File: src/rtl/wb_trace_buffer_pkg.sv
// Shared trace-buffer definitions: register bus macros, defaults and the capture filter.
`ifndef WB_TRACE_DEFINES
`define WB_TRACE_DEFINES
`define RegAddrBus    4:0
`define RegDataBus    31:0
`define TraceStampBus 15:0
`define TRACE_DEPTH   16
`endif

package wb_trace_buffer_pkg;
    localparam int REG_AW = 5;
    localparam int REG_DW = 32;

    // x0 is hardwired to zero, so its writes carry no information when filtering is on.
    function automatic logic keep_commit(input logic drop_x0, input logic [REG_AW-1:0] addr);
        return !(drop_x0 && (addr == '0));
    endfunction
endpackage

File: src/rtl/trace_fifo.sv
// Generic first-word-fall-through synchronous FIFO with extra-MSB pointers.
module trace_fifo #(
    parameter int WIDTH = 8,
    parameter int DEPTH = 16
) (
    input  logic                     clk,
    input  logic                     rst_n,
    input  logic                     clr,
    input  logic                     push,
    input  logic [WIDTH-1:0]         din,
    input  logic                     pop,
    output logic [WIDTH-1:0]         dout,
    output logic                     full,
    output logic                     empty,
    output logic [$clog2(DEPTH):0]   level
);
    localparam int AW = $clog2(DEPTH);

    logic [AW:0]      wr_ptr, rd_ptr;
    logic [WIDTH-1:0] mem [DEPTH];
    logic             do_push, do_pop;

    assign empty   = (wr_ptr == rd_ptr);
    assign full    = (wr_ptr[AW] != rd_ptr[AW]) && (wr_ptr[AW-1:0] == rd_ptr[AW-1:0]);
    assign level   = wr_ptr - rd_ptr;
    assign do_pop  = pop && !empty && !clr;
    // A pop on the same edge frees the slot, so a full FIFO still accepts the push.
    assign do_push = push && (!full || do_pop) && !clr;

    // Head is masked while empty so stale storage never reaches the reader.
    assign dout = empty ? '0 : mem[rd_ptr[AW-1:0]];

    always_ff @(posedge clk or negedge rst_n) begin
        if (!rst_n) begin
            wr_ptr <= '0;
            rd_ptr <= '0;
        end else if (clr) begin
            wr_ptr <= '0;
            rd_ptr <= '0;
        end else begin
            if (do_push) wr_ptr <= wr_ptr + 1'b1;
            if (do_pop)  rd_ptr <= rd_ptr + 1'b1;
        end
    end

    always_ff @(posedge clk) begin
        if (do_push) mem[wr_ptr[AW-1:0]] <= din;
    end
endmodule

File: src/rtl/wb_trace_buffer.sv
// Captures retired register writes with a cycle stamp into a FIFO drained by a valid/ready reader.
module wb_trace_buffer
    import wb_trace_buffer_pkg::*;
#(
    parameter int DEPTH   = `TRACE_DEPTH,
    parameter int STAMP_W = 16,
    parameter bit DROP_X0 = 1'b1,
    parameter int CNT_W   = 8
) (
    input  logic                     clk_i_core,
    input  logic                     reset_i_core,
    input  logic                     wb_wrtEn_i,
    input  logic [`RegAddrBus]       wb_wrtAddr_i,
    input  logic [`RegDataBus]       wb_wrtData_i,
    input  logic                     capture_en_i,
    input  logic                     clear_i,
    output logic                     trace_valid_o,
    input  logic                     trace_ready_i,
    output logic [`RegAddrBus]       trace_addr_o,
    output logic [`RegDataBus]       trace_data_o,
    output logic [STAMP_W-1:0]       trace_stamp_o,
    output logic [$clog2(DEPTH):0]   level_o,
    output logic                     overflow_o,
    output logic [CNT_W-1:0]         drop_cnt_o
);
    localparam int EW = REG_AW + REG_DW + STAMP_W;

    logic [STAMP_W-1:0] stamp_q;
    logic               want_push, pop, full, empty, push, drop;
    logic [EW-1:0]      head;

    assign want_push = wb_wrtEn_i && capture_en_i && keep_commit(DROP_X0, wb_wrtAddr_i);
    assign pop       = trace_valid_o && trace_ready_i;
    assign push      = want_push;
    assign drop      = want_push && full && !pop;

    trace_fifo #(.WIDTH(EW), .DEPTH(DEPTH)) u_fifo (
        .clk   (clk_i_core),
        .rst_n (reset_i_core),
        .clr   (clear_i),
        .push  (push),
        .din   ({wb_wrtAddr_i, wb_wrtData_i, stamp_q}),
        .pop   (pop),
        .dout  (head),
        .full  (full),
        .empty (empty),
        .level (level_o)
    );

    assign trace_valid_o = !empty;
    assign {trace_addr_o, trace_data_o, trace_stamp_o} = head;

    always_ff @(posedge clk_i_core or negedge reset_i_core) begin
        if (!reset_i_core) begin
            stamp_q    <= '0;
            overflow_o <= 1'b0;
            drop_cnt_o <= '0;
        end else if (clear_i) begin
            stamp_q    <= '0;
            overflow_o <= 1'b0;
            drop_cnt_o <= '0;
        end else begin
            stamp_q <= stamp_q + STAMP_W'(1);
            if (drop) begin
                overflow_o <= 1'b1;
                if (drop_cnt_o != '1) drop_cnt_o <= drop_cnt_o + CNT_W'(1);
            end
        end
    end
endmodule

File: config.mk
export PLATFORM = sky130hd
export DESIGN_NAME = wb_trace_buffer
export DESIGN_NICKNAME = d
export VERILOG_FILES = /design/src/rtl/wb_trace_buffer_pkg.sv /design/src/rtl/trace_fifo.sv /design/src/rtl/wb_trace_buffer.sv
export SDC_FILE = /design/constraint.sdc
export NUM_CORES = 1
export LEC_CHECK = 0
export ABC_AREA = 0
export ABC_CLOCK_PERIOD_IN_PS = 9700
export BUFFER_PORTS_ARGS = -buffer_cell sky130_fd_sc_hd__buf_2
export CORE_ASPECT_RATIO = 0.8
export CORE_MARGIN = 8
export CORE_UTILIZATION = 62
export DETAILED_ROUTE_END_ITERATION = 6
export HOLD_SLACK_MARGIN = 0.12
export PLACE_DENSITY = 0.91
export SYNTH_ARGS = -nofsm -noshare
export SYNTH_HDL_FRONTEND = slang
export SYNTH_SLANG_ARGS = --single-unit
File: constraint.sdc
create_clock -name clk_i_core -period 9.7 [get_ports clk_i_core]
set_clock_uncertainty 0.15 [all_clocks]
set_input_delay 0.97 -clock clk_i_core [delete_from_list [all_inputs] [get_ports clk_i_core]]
set_output_delay 0.97 -clock clk_i_core [all_outputs]
set_load 0.05 [all_outputs]
# Yosys cells after proc, flatten, opt, wreduce, memory -nomap -nowiden
# Memories as Yosys holds them, arrays and structs flattened.
# Index checks and enable logic that the tools add are counted.
[totals]
mem_bits_rw = 848
regBits = 35
memories = 1
output_inout_bits = 68
[classes]
add_sub_neg = 5
muxes = 13
eq_ne = 4
n_reduce_logical = 22
[mem_list]
columns = ["memory", "depth", "word_bits", "read_ports", "rd_clocked_by_memory_dff", "write_ports", "line_no", "source"]
rows = [
  ["u_fifo.mem", 16, 53, 1, 0, 1, "trace_fifo.sv:20", "logic [WIDTH-1:0] mem [DEPTH];"],
]
[ops]
columns = ["operator", "count"]
rows = [
  ["$mux W53", 1],
  ["$mux W8", 3],
  ["$mux W5", 4],
  ["$add A16 B1 Y16 const B", 1],
  ["$mux W16", 1],
  ["$add A5 B1 Y5 const B", 2],
  ["$logic_and A1 B1 Y1", 10],
  ["$add A8 B1 Y8 const B", 1],
  ["$ne A8 B8 Y1 const B", 1],
  ["$reduce_bool A2 Y1", 4],
  ["$eq A5 B5 Y1", 1],
  ["$logic_not A1 Y1", 5],
  ["$logic_not A5 Y1", 1],
  ["$sub A5 B5 Y5", 1],
  ["$eq A4 B4 Y1", 1],
  ["$mux W1", 4],
  ["$reduce_and A2 Y1", 1],
  ["$logic_or A1 B1 Y1", 1],
  ["$ne A1 B1 Y1", 1],
]

# Logic depth before layout (Yosys ltp)
[depth]
ltp_word = 10
mapped_depth = 10

# Modules after synthesis
# From an unflattened synthesis, not the netlist that was laid out.
[hier_totals]
hier_cells = 1628
area_unflattened_um2 = 34244.1
[modules_own_cells]
columns = ["mod", "seq_area_each_um2", "cells_each", "area_each_um2", "instances"]
rows = [
  ["trace_fifo", 25714.7, 1504, 33024.2, 1],
  ["wb_trace_buffer", 625.6, 124, 1219.9, 1],
]

# Worst setup path after synthesis
# No wires, ideal clock.
[synth_path]
path_kind = "reg2reg"
start = "register u_fifo.rd_ptr[1]"
end = "memory u_fifo.mem[1][0] in the netlist's numbering, enable pin"
path_stages_with_launch = 10
path_buffers = 3
t_required_ps = 9021
synth_period_minus_slack_ps = 6808
arrival_time_ps = 6129
setup_ps = 529
slack_ps = 2892
path_cell_list = "dfrtp_1 > buf_2 > clkbuf_1 > clkbuf_1 > inv_1 > ha_1 > and4_4 > nor3b_4 > or3_2 > nor3_1"
[synth_between]
elab_chain_cells = 10
[synth_rtl]
columns = ["item", "line_no", "source"]
rows = [
  ["start, declared", "trace_fifo.sv:19", "logic [AW:0] wr_ptr, rd_ptr;"],
  ["start signal, assigned", "trace_fifo.sv:42", "if (do_pop) rd_ptr <= rd_ptr + 1'b1;"],
  ["$eq A5 B5 Y1", "trace_fifo.sv:23", "assign empty = (wr_ptr == rd_ptr);"],
  ["$logic_not A1 Y1", "trace_fifo.sv:26, wb_trace_buffer.sv:50", ""],
  ["$logic_and A1 B1 Y1", "wb_trace_buffer.sv:33", "assign pop = trace_valid_o && trace_ready_i;"],
  ["$logic_and A1 B1 Y1 (2 in a row)", "trace_fifo.sv:26", "assign do_pop = pop && !empty && !clr;"],
  ["$logic_or A1 B1 Y1 *", "trace_fifo.sv:28", "assign do_push = push && (!full || do_pop) && !clr;"],
  ["$logic_and A1 B1 Y1 * (2 in a row)", "trace_fifo.sv:28", ""],
  ["$mux W1 *", "trace_fifo.sv:47", "if (do_push) mem[wr_ptr[AW-1:0]] <= din;"],
  ["$mux W1 (implied by the code) *", "trace_fifo.sv:47", ""],
  ["end, declared", "trace_fifo.sv:20", ""],
]
# Mark *: on every way between the ends. The rest lies on a longest branch, timed or not.

# Final worst setup path
[layout_path]
start = "register u_fifo.rd_ptr[0]"
end = "output port trace_stamp_o[5]"
[layout_between]
elab_chain_cells = 2
[layout_rtl]
columns = ["item", "line_no", "source"]
rows = [
  ["$mem_v2 Z16 W53 / $eq A5 B5 Y1 (equally long branches)", "--", ""],
  ["$mux W53 *", "trace_fifo.sv:31", "assign dout = empty ? '0 : mem[rd_ptr[AW-1:0]];"],
  ["end, declared", "wb_trace_buffer.sv:21", "output logic [STAMP_W-1:0] trace_stamp_o,"],
]
# Marked as above.

==> qor_table.md <==
| Quantity | This run | Unit |
|---|---|---|
| Clock tree buffer depth | 3 | - |
| Most used DFF post-synth | sky130_fd_sc_hd__edfxtp_1 | - |
| Highest attainable clock frequency | 158.6 | MHz |
| Final hold slack | 0.3322 | ns |
| R2R setup slack | 5.32 | ns |
| Clock tree from TritonCTS | built | - |
| Worst slew pin tran | 1.193 | ns |
| Asr flop ratio synth | 0.03964 | - |
| Number of instances in the synthesized netlist | 1509 | - |
| Die outline width | 277.7 | um |
| Number of input and output port buffers inserted | 110 | - |
| Synth Warn # | 0 | - |
| Pleak | 0.01269 | uW |
| Initial cell density of the core | 0.6289 | - |
| Clock power frac | 0.370 | - |
| Part of the Yosys area used for sequential elements | 0.7754 | - |
| Final Routed Wirelength | 84.51 | mm |
| Global-route wire length before repair | 122.0 | mm |
| Setup repair after global routing missed its margin | false | - |
| Endpoint required time on the critical path | 8.58 | ns |
| Number of rows created at floorplan | 76 | - |
| Outcome | finished, final reports clean | - |
| Post-synthesis cell type count | 40 | - |
| Number of H-tree branching levels | 3 | - |
| Number of cell instances on the worst register-to-register path | 7 | - |
| Post-CTS resize count | 0 | - |
| Number of top-level pins | 111 | - |
| Placeable core region | 54010 | sq um |
| Class of the most critical setup path | flop to output pin | - |
| Hold-fix buffers at CTS | 0 | - |
| Drt drc | 0 | - |
| Net Sw Frac | 0.2463 | - |
| Average vias per placed instance | 7.144 | - |
| Gp weighted congestion | 0.7968 | - |
| Die height | 225.4 | um |
| Met1 Routed Length | 29.48 | mm |
| Final Net Count | 1707 | - |
| Max Fanout on Critical Path | 113 | - |
| Most common library cell in the layout ignoring fill and taps | sky130_fd_sc_hd__edfxtp_1 | - |
| Startpoint of the worst register-to-register path | u_fifo.rd_ptr[0] | - |
| Number of setup buffers added after CTS | 0 | - |
| Routed length on met2 | 42.43 | mm |
| DR top layer | met5 | - |
| Combined area of all synthesized cells | 33970 | sq um |
| Total via count in the routed design | 17.27k | - |
| NetSw | 2040 | uW |
| Detailed router's first-iteration violation count | 2491 | - |
| Final Instance Area | 37880 | sq um |
| Commonest cells after routing, fill and taps aside | sky130_fd_sc_hd__edfxtp_1 (848), sky130_fd_sc_hd__mux4_2 (212), sky130_fd_sc_hd__buf_2 (110) | - |
| Area of the die | 62580 | sq um |
| Category of the worst setup path launch point | flop | - |
| Area growth from synthesis to layout | 11.53 | % |
| Data arrival time of the critical path | 5.18 | ns |
| Vias in the first global route | 18.06k | - |
| Final-report setup violation count | 0 | - |
| Classification of the worst-slack hold path | input port to async pin | - |
| Areal power density over the cells | 218.7 | nW/um^2 |
| Routed wire length on met3 | 8.986 | mm |
| Post-synthesis area per instance | 22.51 | sq um |
| Worst R2R End | u_fifo.mem[4][52] | - |
| # clock sinks | 883 | - |
| Sequential share of power | 0.509 | - |
| Worst rel slew slack | 0.2044 | - |
| GRT Resource Usage Total | 0.2698 | - |
| Number of buffers created by CTS | 78 | - |
| Per-cell routed wire length | 34.97 | um |
| Setup TNS Final | 0 | ns |
| Filler Cells Inserted | 2922 | - |
| Post-synth EDFFs | 848 | - |
| Logic gate share of total power | 0.121 | - |
| Half-perimeter wire length of the detailed placement result | 37.93 | mm |
| Pre-Repair DR Iteration Count | 5 | - |
| Internal cell power | 6244 | uW |
| Final slew viol count | 0 | - |
| Area after DPL | 35420 | sq um |
| Max Cap Viol | 0 | - |
| Maximum number of pins on one net before global-route repair | 114 | - |
| Final hold violations | 0 | - |
| CTS clk-pin slew, worst paths | 0.06 | ns |
| Tmin final | 6.304 | ns |
| Flops & latches, synth | 883 | - |
| Sum of overflow across all layers after global routing | 0 | - |
| Maximum vdd drop | 0.1403 | mV |
| Clock latency reported for the late side of the worst-skew pair | 0.62 | ns |
| Initial antenna violation count | 2 | - |
| Critical path endpoint category | output pin | - |
| Layout cell share with drive strength beyond 1 | 0.2835 | - |
| Cell chosen for the clock root | sky130_fd_sc_hd__clkbuf_16 | - |
| Count of antenna-violating nets left after detailed routing | 0 | - |
| Syn nets | 1564 | - |
| Fin crit share | 0.6499 | - |
==> per-stage QoR <==
stage | worst slack, ns | power, uW | utilization | instances
CTS | 3.304 | 8315 | 0.7014 | 2416
floorplan | 2.892 | 5032 | - | 1509
global route | 2.996 | 8479 | 0.7014 | 2417
global placement | 4.139 | 5258 | 0.6558 | 2274
detailed placement | 4.111 | 5286 | 0.6558 | 2274
finish | 3.396 | 8283 | 0.7014 | 2417
==> registers in the layout, indices dropped and copies added (netlist names) <==
signal         cells
u_fifo.wr_ptr      5
u_fifo.rd_ptr      5
stamp_q           16
drop_cnt_o         8
overflow_o         1
u_fifo.mem       848
==> worst max-delay path by stage <==
stage	startpoint	depth (start not counted)	slack, ns	end
final	u_fifo.rd_ptr[0]	6	3.40	trace_stamp_o[5]
after global routing	u_fifo.rd_ptr[0]	6	3.00	trace_stamp_o[5]
after CTS	u_fifo.rd_ptr[0]	6	3.30	trace_stamp_o[5]
after detailed placement	u_fifo.rd_ptr[0]	6	4.11	trace_stamp_o[3]
after global placement	u_fifo.rd_ptr[0]	6	4.14	trace_stamp_o[5]
after floorplan	u_fifo.rd_ptr[1]	9	2.89	u_fifo.mem[1][0]
==> final cells by class <==
class                      instances  area (sq um)  share of cell area
inverter                          10         42.54            0.001123
multi-input combinational        542          7387              0.1950
antenna                            1         2.502          0.00006605
tap                              702         878.3             0.02319
sequential                       883         26350              0.6955
timing repair buffer             137         765.7             0.02021
clock inverter                    37         366.6            0.009677
clock buffer                     105          2093             0.05525
==> cell families (layout without fill, tap and decap cells) <==
group,Yosys count,after routing,synth area share
flops,883,883,0.7754
mux,319,319,0.1721
fa+ha+maj,12,12,0.004641
other cells,0,1,0
simple gates,108,108,0.01599
buf+inv,84,289,0.01020
xor+xnor,31,31,0.008214
compound gates,72,72,0.01344
==> routing by layer <==
metal | track usage | vias to the layer above
met5 | 0 | -
met4 | 0.1144 | 2
met3 | 0.06270 | 248
met2 | 0.4508 | 1398
met1 | 0.3433 | 8982
li1 | - | 6638
==> synth_stat cells (all sizes together), types with 2 or more instances <==
| library cell | number | area share |
|---|---|---|
| a21o | 2 | 0.00044 |
| a21oi | 8 | 0.0012 |
| and3 | 6 | 0.0011 |
| and4 | 3 | 0.00085 |
| buf | 33 | 0.0046 |
| clkbuf | 41 | 0.0045 |
| dfrtp | 35 | 0.026 |
| edfxtp | 848 | 0.75 |
| ha | 11 | 0.0041 |
| inv | 10 | 0.0011 |
| mux2i | 107 | 0.032 |
| mux4 | 212 | 0.14 |
| nand2 | 11 | 0.0012 |
| nand2b | 4 | 0.00074 |
| nand3 | 14 | 0.0022 |
| nand4 | 7 | 0.0013 |
| nor2 | 42 | 0.0046 |
| nor3 | 13 | 0.0019 |
| nor3b | 2 | 0.00077 |
| o211a | 2 | 0.00059 |
| o211ai | 2 | 0.00044 |
| o21ai | 2 | 0.00029 |
| o22ai | 53 | 0.0098 |
| or3 | 2 | 0.00041 |
| or4 | 2 | 0.00044 |
| xnor2 | 18 | 0.0049 |
| xor2 | 13 | 0.0034 |
==> power by group through the flow <==
| stage | sequential [uW] | combinational [uW] | clock, uW |
|---|---|---|---|
| finish | 4220 | 1000 | 3060 |
| global route | 4220 | 1050 | 3210 |
| CTS | 4220 | 1010 | 3090 |
| detailed placement | 4300 | 986 | 0 |
| global placement | 4300 | 960 | 0 |
| floorplan | 4270 | 765 | 0 |
==> critical path, cell delays in order, from the launching register on <==
cell                      delay (ns)
sky130_fd_sc_hd__dfrtp_4        1.02
sky130_fd_sc_hd__buf_12         0.76
sky130_fd_sc_hd__buf_4          1.02
sky130_fd_sc_hd__mux4_2         0.63
sky130_fd_sc_hd__mux2i_1        0.24
sky130_fd_sc_hd__o22ai_1        0.27
sky130_fd_sc_hd__buf_2          0.35
(Power assumes the default switching activity.)
